==> src/rtl/data_buffer.sv <==
// 64x8 show-ahead circular FIFO shared by the AHB and USB sides: one write port
// (either side may write) and one pop port (either side may pop).
module data_buffer #(
    parameter int DEPTH = 64
) (
    input  logic       clk,
    input  logic       n_rst,
    input  logic       clear,
    input  logic       store_tx_data,
    input  logic [7:0] tx_data,
    input  logic       get_rx_data,
    input  logic       store_rx_packet_data,
    input  logic [7:0] rx_packet_data,
    input  logic       get_tx_packet_data,
    output logic [7:0] rx_data,
    output logic [7:0] tx_packet_data,
    output logic [6:0] buffer_occupancy,
    output logic       overflow,
    output logic       underflow
);

    logic [7:0] r_mem [0:DEPTH-1];
    logic [5:0] r_wptr;
    logic [5:0] r_rptr;
    logic [6:0] r_occ;
    logic       r_full;
    logic       r_overflow;
    logic       r_underflow;

    logic       w_wr_req;
    logic       w_pop_req;
    logic       w_empty;
    logic       w_wr_ok;
    logic       w_pop_ok;
    logic [7:0] w_wdata;
    logic [7:0] w_head;
    logic [6:0] w_occ_next;

    // AHB-side byte wins when both sides write in the same cycle.
    assign w_wr_req  = store_tx_data | store_rx_packet_data;
    assign w_wdata   = store_tx_data ? tx_data : rx_packet_data;
    assign w_pop_req = get_rx_data | get_tx_packet_data;
    assign w_empty   = (r_occ == 7'd0);

    // A full buffer still takes a write when a pop frees the head slot this cycle.
    assign w_wr_ok  = w_wr_req & (~r_full | w_pop_req);
    assign w_pop_ok = w_pop_req & ~w_empty;

    always_comb begin
        w_occ_next = r_occ;
        case ({w_wr_ok, w_pop_ok})
            2'b10:   w_occ_next = r_occ + 7'd1;
            2'b01:   w_occ_next = r_occ - 7'd1;
            default: w_occ_next = r_occ;
        endcase
    end

    always_ff @(posedge clk or negedge n_rst) begin
        if (!n_rst) begin
            r_wptr      <= 6'd0;
            r_rptr      <= 6'd0;
            r_occ       <= 7'd0;
            r_full      <= 1'b0;
            r_overflow  <= 1'b0;
            r_underflow <= 1'b0;
        end else if (clear) begin
            r_wptr      <= 6'd0;
            r_rptr      <= 6'd0;
            r_occ       <= 7'd0;
            r_full      <= 1'b0;
            r_overflow  <= 1'b0;
            r_underflow <= 1'b0;
        end else begin
            if (w_wr_ok) begin
                r_wptr <= r_wptr + 6'd1;
            end
            if (w_pop_ok) begin
                r_rptr <= r_rptr + 6'd1;
            end
            r_occ       <= w_occ_next;
            r_full      <= (w_occ_next == 7'd64);
            r_overflow  <= w_wr_req & r_full & ~w_pop_req;
            r_underflow <= w_pop_req & w_empty & ~w_wr_req;
        end
    end

    // Storage carries no reset; stale bytes are never visible because the head
    // is masked whenever the occupancy is zero.
    always_ff @(posedge clk) begin
        if (n_rst && !clear && w_wr_ok) begin
            r_mem[r_wptr] <= w_wdata;
        end
    end

    assign w_head           = w_empty ? 8'h00 : r_mem[r_rptr];
    assign rx_data          = w_head;
    assign tx_packet_data   = w_head;
    assign buffer_occupancy = r_occ;
    assign overflow         = r_overflow;
    assign underflow        = r_underflow;

endmodule

==> config.mk <==
export PLATFORM = sky130hd
export DESIGN_NAME = data_buffer
export DESIGN_NICKNAME = d
export VERILOG_FILES = /design/src/rtl/data_buffer.sv
export SDC_FILE = /design/constraint.sdc
export NUM_CORES = 1
export LEC_CHECK = 0
export CORE_MARGIN = 2
export CORE_UTILIZATION = 57
export CTS_BUF_LIST = sky130_fd_sc_hd__clkbuf_2 sky130_fd_sc_hd__clkbuf_4 sky130_fd_sc_hd__clkbuf_8
export CTS_CLUSTER_SIZE = 30
export DETAILED_ROUTE_END_ITERATION = 7
export PLACE_DENSITY_LB_ADDON = 0.1
export SETUP_SLACK_MARGIN = 0.1
export SYNTH_ARGS = -nofsm -noshare
export SYNTH_HDL_FRONTEND = slang
export SYNTH_SLANG_ARGS = --single-unit
==> constraint.sdc <==
create_clock -name clk -period 3.5 [get_ports clk]
set_input_delay 1.05 -clock clk [delete_from_list [all_inputs] [get_ports clk]]
set_output_delay 1.05 -clock clk [all_outputs]
set_load 0.01 [all_outputs]
==> tab_implementation.tex <==
\begin{tabular}{lr}
\hline
Metric & Value \\
\hline
\multicolumn{2}{l}{\textbf{Status}} \\
Outcome & finished, violations left \\
Violations in the final reports & setup timing \\
\multicolumn{2}{l}{\textbf{Cells and area}} \\
N\_diodes & 0 \\
Most common cell after layout, fill and taps aside & sky130\_fd\_sc\_hd\_\_edfxtp\_1 \\
Fraction of final layout cells sized beyond drive strength 1 & 40.0\% \\
Leading cell types in the layout, fill and taps excluded & sky130\_fd\_sc\_hd\_\_edfxtp\_1, sky130\_fd\_sc\_hd\_\_mux4\_2, sky130\_fd\_sc\_hd\_\_buf\_4 \\
Final Net Count & 1299 \\
Layout overhead on the synthesized area & 20.3\% \\
\multicolumn{2}{l}{\textbf{Clock network}} \\
Clock Pin Slew Worst Setup and Hold Paths & 0.07 ns \\
Clock sink count & 534 \\
Clock tree root buffer cell & sky130\_fd\_sc\_hd\_\_clkbuf\_8 \\
CTS buffer count & 83 \\
Insertion delay of the later-clocked pin in the worst-skew pair & 0.64 ns \\
Maximum root-to-sink buffer count & 3 \\
Number of H-tree levels & 3 \\
CTS tree & done \\
\multicolumn{2}{l}{\textbf{Critical path}} \\
Worst-case register-to-register setup slack & 1.00 ns \\
Critical path's slowest cell & sky130\_fd\_sc\_hd\_\_dfrtp\_4 \\
Worst-path fanout max & 6 \\
Data arrival time of the worst path & 3.15 ns \\
Critical Path End Type & output port \\
Crit path buffers/inverters & 6 \\
Required time worst endpoint & 2.45 ns \\
Critical path launch point type & flip-flop \\
Logic depth of the worst register-to-register path & 9 \\
FF-to-FF End & r\_full\$\_DFF\_PN0\_ \\
Crit Path Category & reg -> out \\
Reg2Reg Launch Point & buffer\_occupancy[1]\$\_DFF\_PN0\_ \\
Category of cells accounting for the largest share of critical-path delay & multiplexers \\
Crit path cell chain & buf\_8 > buf\_12 > buf\_4 > buf\_12 > mux4\_2 > mux4\_2 > nor2\_4 > o22ai\_4 > buf\_6 > buf\_6 \\
Largest stage delay on the critical path & 0.51 ns \\
\multicolumn{2}{l}{\textbf{Min path}} \\
Tightest Hold Check Type & reg -> reg \\
Hold depth & 2 \\
Hold Path End & overflow\$\_DFF\_PN0\_ \\
Start point of the worst hold path & r\_full\$\_DFF\_PN0\_ \\
\multicolumn{2}{l}{\textbf{Timing}} \\
Hold\_ws & 0.551 ns \\
Number of pins with negative max-slew slack in the final report & 0 \\
Hold Violations, Final & 0 \\
Post-layout minimum cycle time & 4.20 ns \\
Clock skew after layout & 0.0309 ns \\
Setup Total Neg Slack & -10.35 ns \\
Final Worst Setup Slack & -0.701 ns \\
Max Clk Rate & 238 MHz \\
Worst Tran Pin Value & 1.34 ns \\
Final period utilization & 120\% \\
Worst-case headroom to the max-slew limit & 10.4\% \\
RSZ-0062 raised after global routing & true \\
Total setup violations reported at the end of the flow & 16 \\
\multicolumn{2}{l}{\textbf{Global route}} \\
First-pass GRT wire length & 71300 um \\
Remaining global-route overflow & 0 \\
Number of global-route vias before repair & 11262 \\
Antenna violations before repair & 0 \\
Maximum number of pins on one net before global-route repair & 65 \\
GRT Total Usage & 25.6\% \\
\multicolumn{2}{l}{\textbf{Pwr}} \\
Design internal power & 12.6 mW \\
Clk network pwr share & 30.7\% \\
Worst vdd rail ir drop & 0.392 mV \\
Total power density per cell area & 674 nW/um\^{}2 \\
Comb power frac & 27.8\% \\
Psw & 4.64 mW \\
Switching Share & 26.9\% \\
Total power draw & 17.3 mW \\
P\_leak & 8.37 nW \\
Part of the total power dissipated in sequential elements & 41.5\% \\
\multicolumn{2}{l}{\textbf{Logic synthesis}} \\
Top flip-flop cell by instance count after synthesis & sky130\_fd\_sc\_hd\_\_edfxtp\_1 \\
Register area share after synthesis & 74.7\% \\
Main area contributors after synthesis & sky130\_fd\_sc\_hd\_\_edfxtp\_1, sky130\_fd\_sc\_hd\_\_mux4\_2, sky130\_fd\_sc\_hd\_\_dfrtp\_1, sky130\_fd\_sc\_hd\_\_nor2\_1, sky130\_fd\_sc\_hd\_\_mux2i\_1 \\
Fraction of post-synthesis cell area in the top cell type by area & 72.2\% \\
Synth async-reset ratio & 4.12\% \\
Syn Nets & 1048 \\
Number of warnings reported in the yosys synthesis log & 0 \\
Cell type with the largest total area after synthesis & sky130\_fd\_sc\_hd\_\_edfxtp\_1 \\
Unique cell type count in the Yosys netlist & 43 \\
Cell Area, Synth & 21300 sq um \\
Synthesized instance count & 1021 \\
Post-synth EDFFs & 512 \\
Avg Inst Size Synth & 20.9 sq um \\
Seq cells post-synth & 534 \\
\multicolumn{2}{l}{\textbf{Detailed routing}} \\
Number of remaining DRC errors & 0 \\
Routed WL & 48000 um \\
DRC marker count from the first detailed-route iteration & 1078 \\
Via count & 10872 \\
Vias per inst & 6.04 \\
Final ANT Viol Nets & 0 \\
Wire length per cell & 26.7 um \\
Detailed-routing iteration count for the pre-antenna-repair pass & 5 \\
\multicolumn{2}{l}{\textbf{Floorplan}} \\
Die Width & 197 um \\
Die outline area & 38900 sq um \\
Height of the chip & 197 um \\
Area of the core & 36700 sq um \\
Effective utilization at floorplan & 58.1\% \\
\# rows & 70 \\
Top Ports & 48 \\
\multicolumn{2}{l}{\textbf{Placed design}} \\
Number of buffers inserted by port buffering & 47 \\
HPWL after detailed placement & 29400 um \\
Final estimated routing congestion in global placement & 0.815 \\
Pre-CTS WS & -0.573 ns \\
\multicolumn{2}{l}{\textbf{Flow run}} \\
Max-cap violations & 0 \\
\hline
\end{tabular}
## state kept, by name, indices dropped and copies added (netlist names)
name and flops:
buffer_occupancy 7, r_rptr 6, r_full 1, r_mem 512
overflow 1, r_wptr 6, underflow 1
## how the worst max path moves through the flow
stage / from / endpoint / cells past startpoint
5_1_grt: r_rptr[0]$_DFFE_PN0P_ / rx_data[1] / 10
6_report: r_rptr[0]$_DFFE_PN0P_ / rx_data[1] / 10
3_5_place_dp: r_rptr[0]$_DFFE_PN0P_ / tx_packet_data[1] / 7
4_1_cts: r_rptr[0]$_DFFE_PN0P_ / rx_data[1] / 10
3_3_place_gp: r_rptr[0]$_DFFE_PN0P_ / rx_data[2] / 8
2_1_floorplan: r_rptr[0]$_DFFE_PN0P_ / tx_packet_data[0] / 8
## synthesized netlist by cell type (12+ instances only)
cell type	count
sky130_fd_sc_hd__o21ai_0	12
sky130_fd_sc_hd__mux4_2	152
sky130_fd_sc_hd__edfxtp_1	512
sky130_fd_sc_hd__buf_4	14
sky130_fd_sc_hd__a21oi_1	14
sky130_fd_sc_hd__mux2_2	15
sky130_fd_sc_hd__nor2_1	99
sky130_fd_sc_hd__clkbuf_1	26
sky130_fd_sc_hd__dfrtp_1	22
sky130_fd_sc_hd__nand2_1	17
sky130_fd_sc_hd__mux2i_1	22
## power by group through the flow
stage | Combinational (mW) | Sequential, mW | Clock [mW]
finish | 4.81 | 7.17 | 5.30
floorplan | 2.56 | 7.30 | 0
global placement | 4.16 | 7.31 | 0
CTS | 4.61 | 7.17 | 5.40
global route | 5.10 | 7.17 | 5.66
detailed placement | 4.18 | 7.32 | 0
## cells by family after synthesis
family	Yosys count	synth area share, %
AOI/OAI and AO/OA	46	1.28
muxes	189	17.9
adders and majority gates	4	0.235
buffers and inverters	70	1.80
and+or+nand+nor	164	3.46
DFF	534	74.7
xor gates and xnor gates	14	0.575
## worst reg2reg max path: stages, from the launching register on
cell                      delay (ns)
sky130_fd_sc_hd__dfrtp_1        0.38
sky130_fd_sc_hd__nor3_1         0.32
sky130_fd_sc_hd__buf_4          0.19
sky130_fd_sc_hd__a21oi_1        0.10
sky130_fd_sc_hd__ha_1           0.32
sky130_fd_sc_hd__nor4b_1        0.38
sky130_fd_sc_hd__a31oi_1        0.08
sky130_fd_sc_hd__a31oi_1        0.23
sky130_fd_sc_hd__mux2i_1        0.30
sky130_fd_sc_hd__nor4_1         0.08
## layout make-up
cell class / instances / area, sq um
flip-flops and latches: 534 / 15900
fillers: 2311 / 11100
clock inverters: 28 / 269
multi-input cells: 417 / 5170
inverters: 5 / 18.8
repair buffers: 231 / 2250
well taps: 468 / 586
clock buffers: 116 / 1410
## metrics by stage
step	cell area [sq um]	std cells	util [%]
finish	25600	1799	69.9
global route	25600	1799	69.9
CTS	25500	1795	69.4
detailed placement	23400	1624	63.7
global placement	23400	1624	63.7
floorplan	21300	1021	-
## timing repair
item | CTS | global route
gates resized for setup | 119 | 34
gates cloned | 3 | 2
endpoints found under the setup margin | 16 | 16
buffers inserted | 25 | 7
hold buffers | 0 | 0
pin swaps | 8 | 10
## per-layer routing
layer	share of wire (%)	track usage, %	wire length [um]	up-vias
met5	0	0	0	-
met4	1.9	7.41	926	0
met3	8.2	5.99	3930	64
met2	49	41.8	23700	459
met1	40	35.1	19400	5640
li1	-	-	-	4709
(Power assumes the default switching activity.)
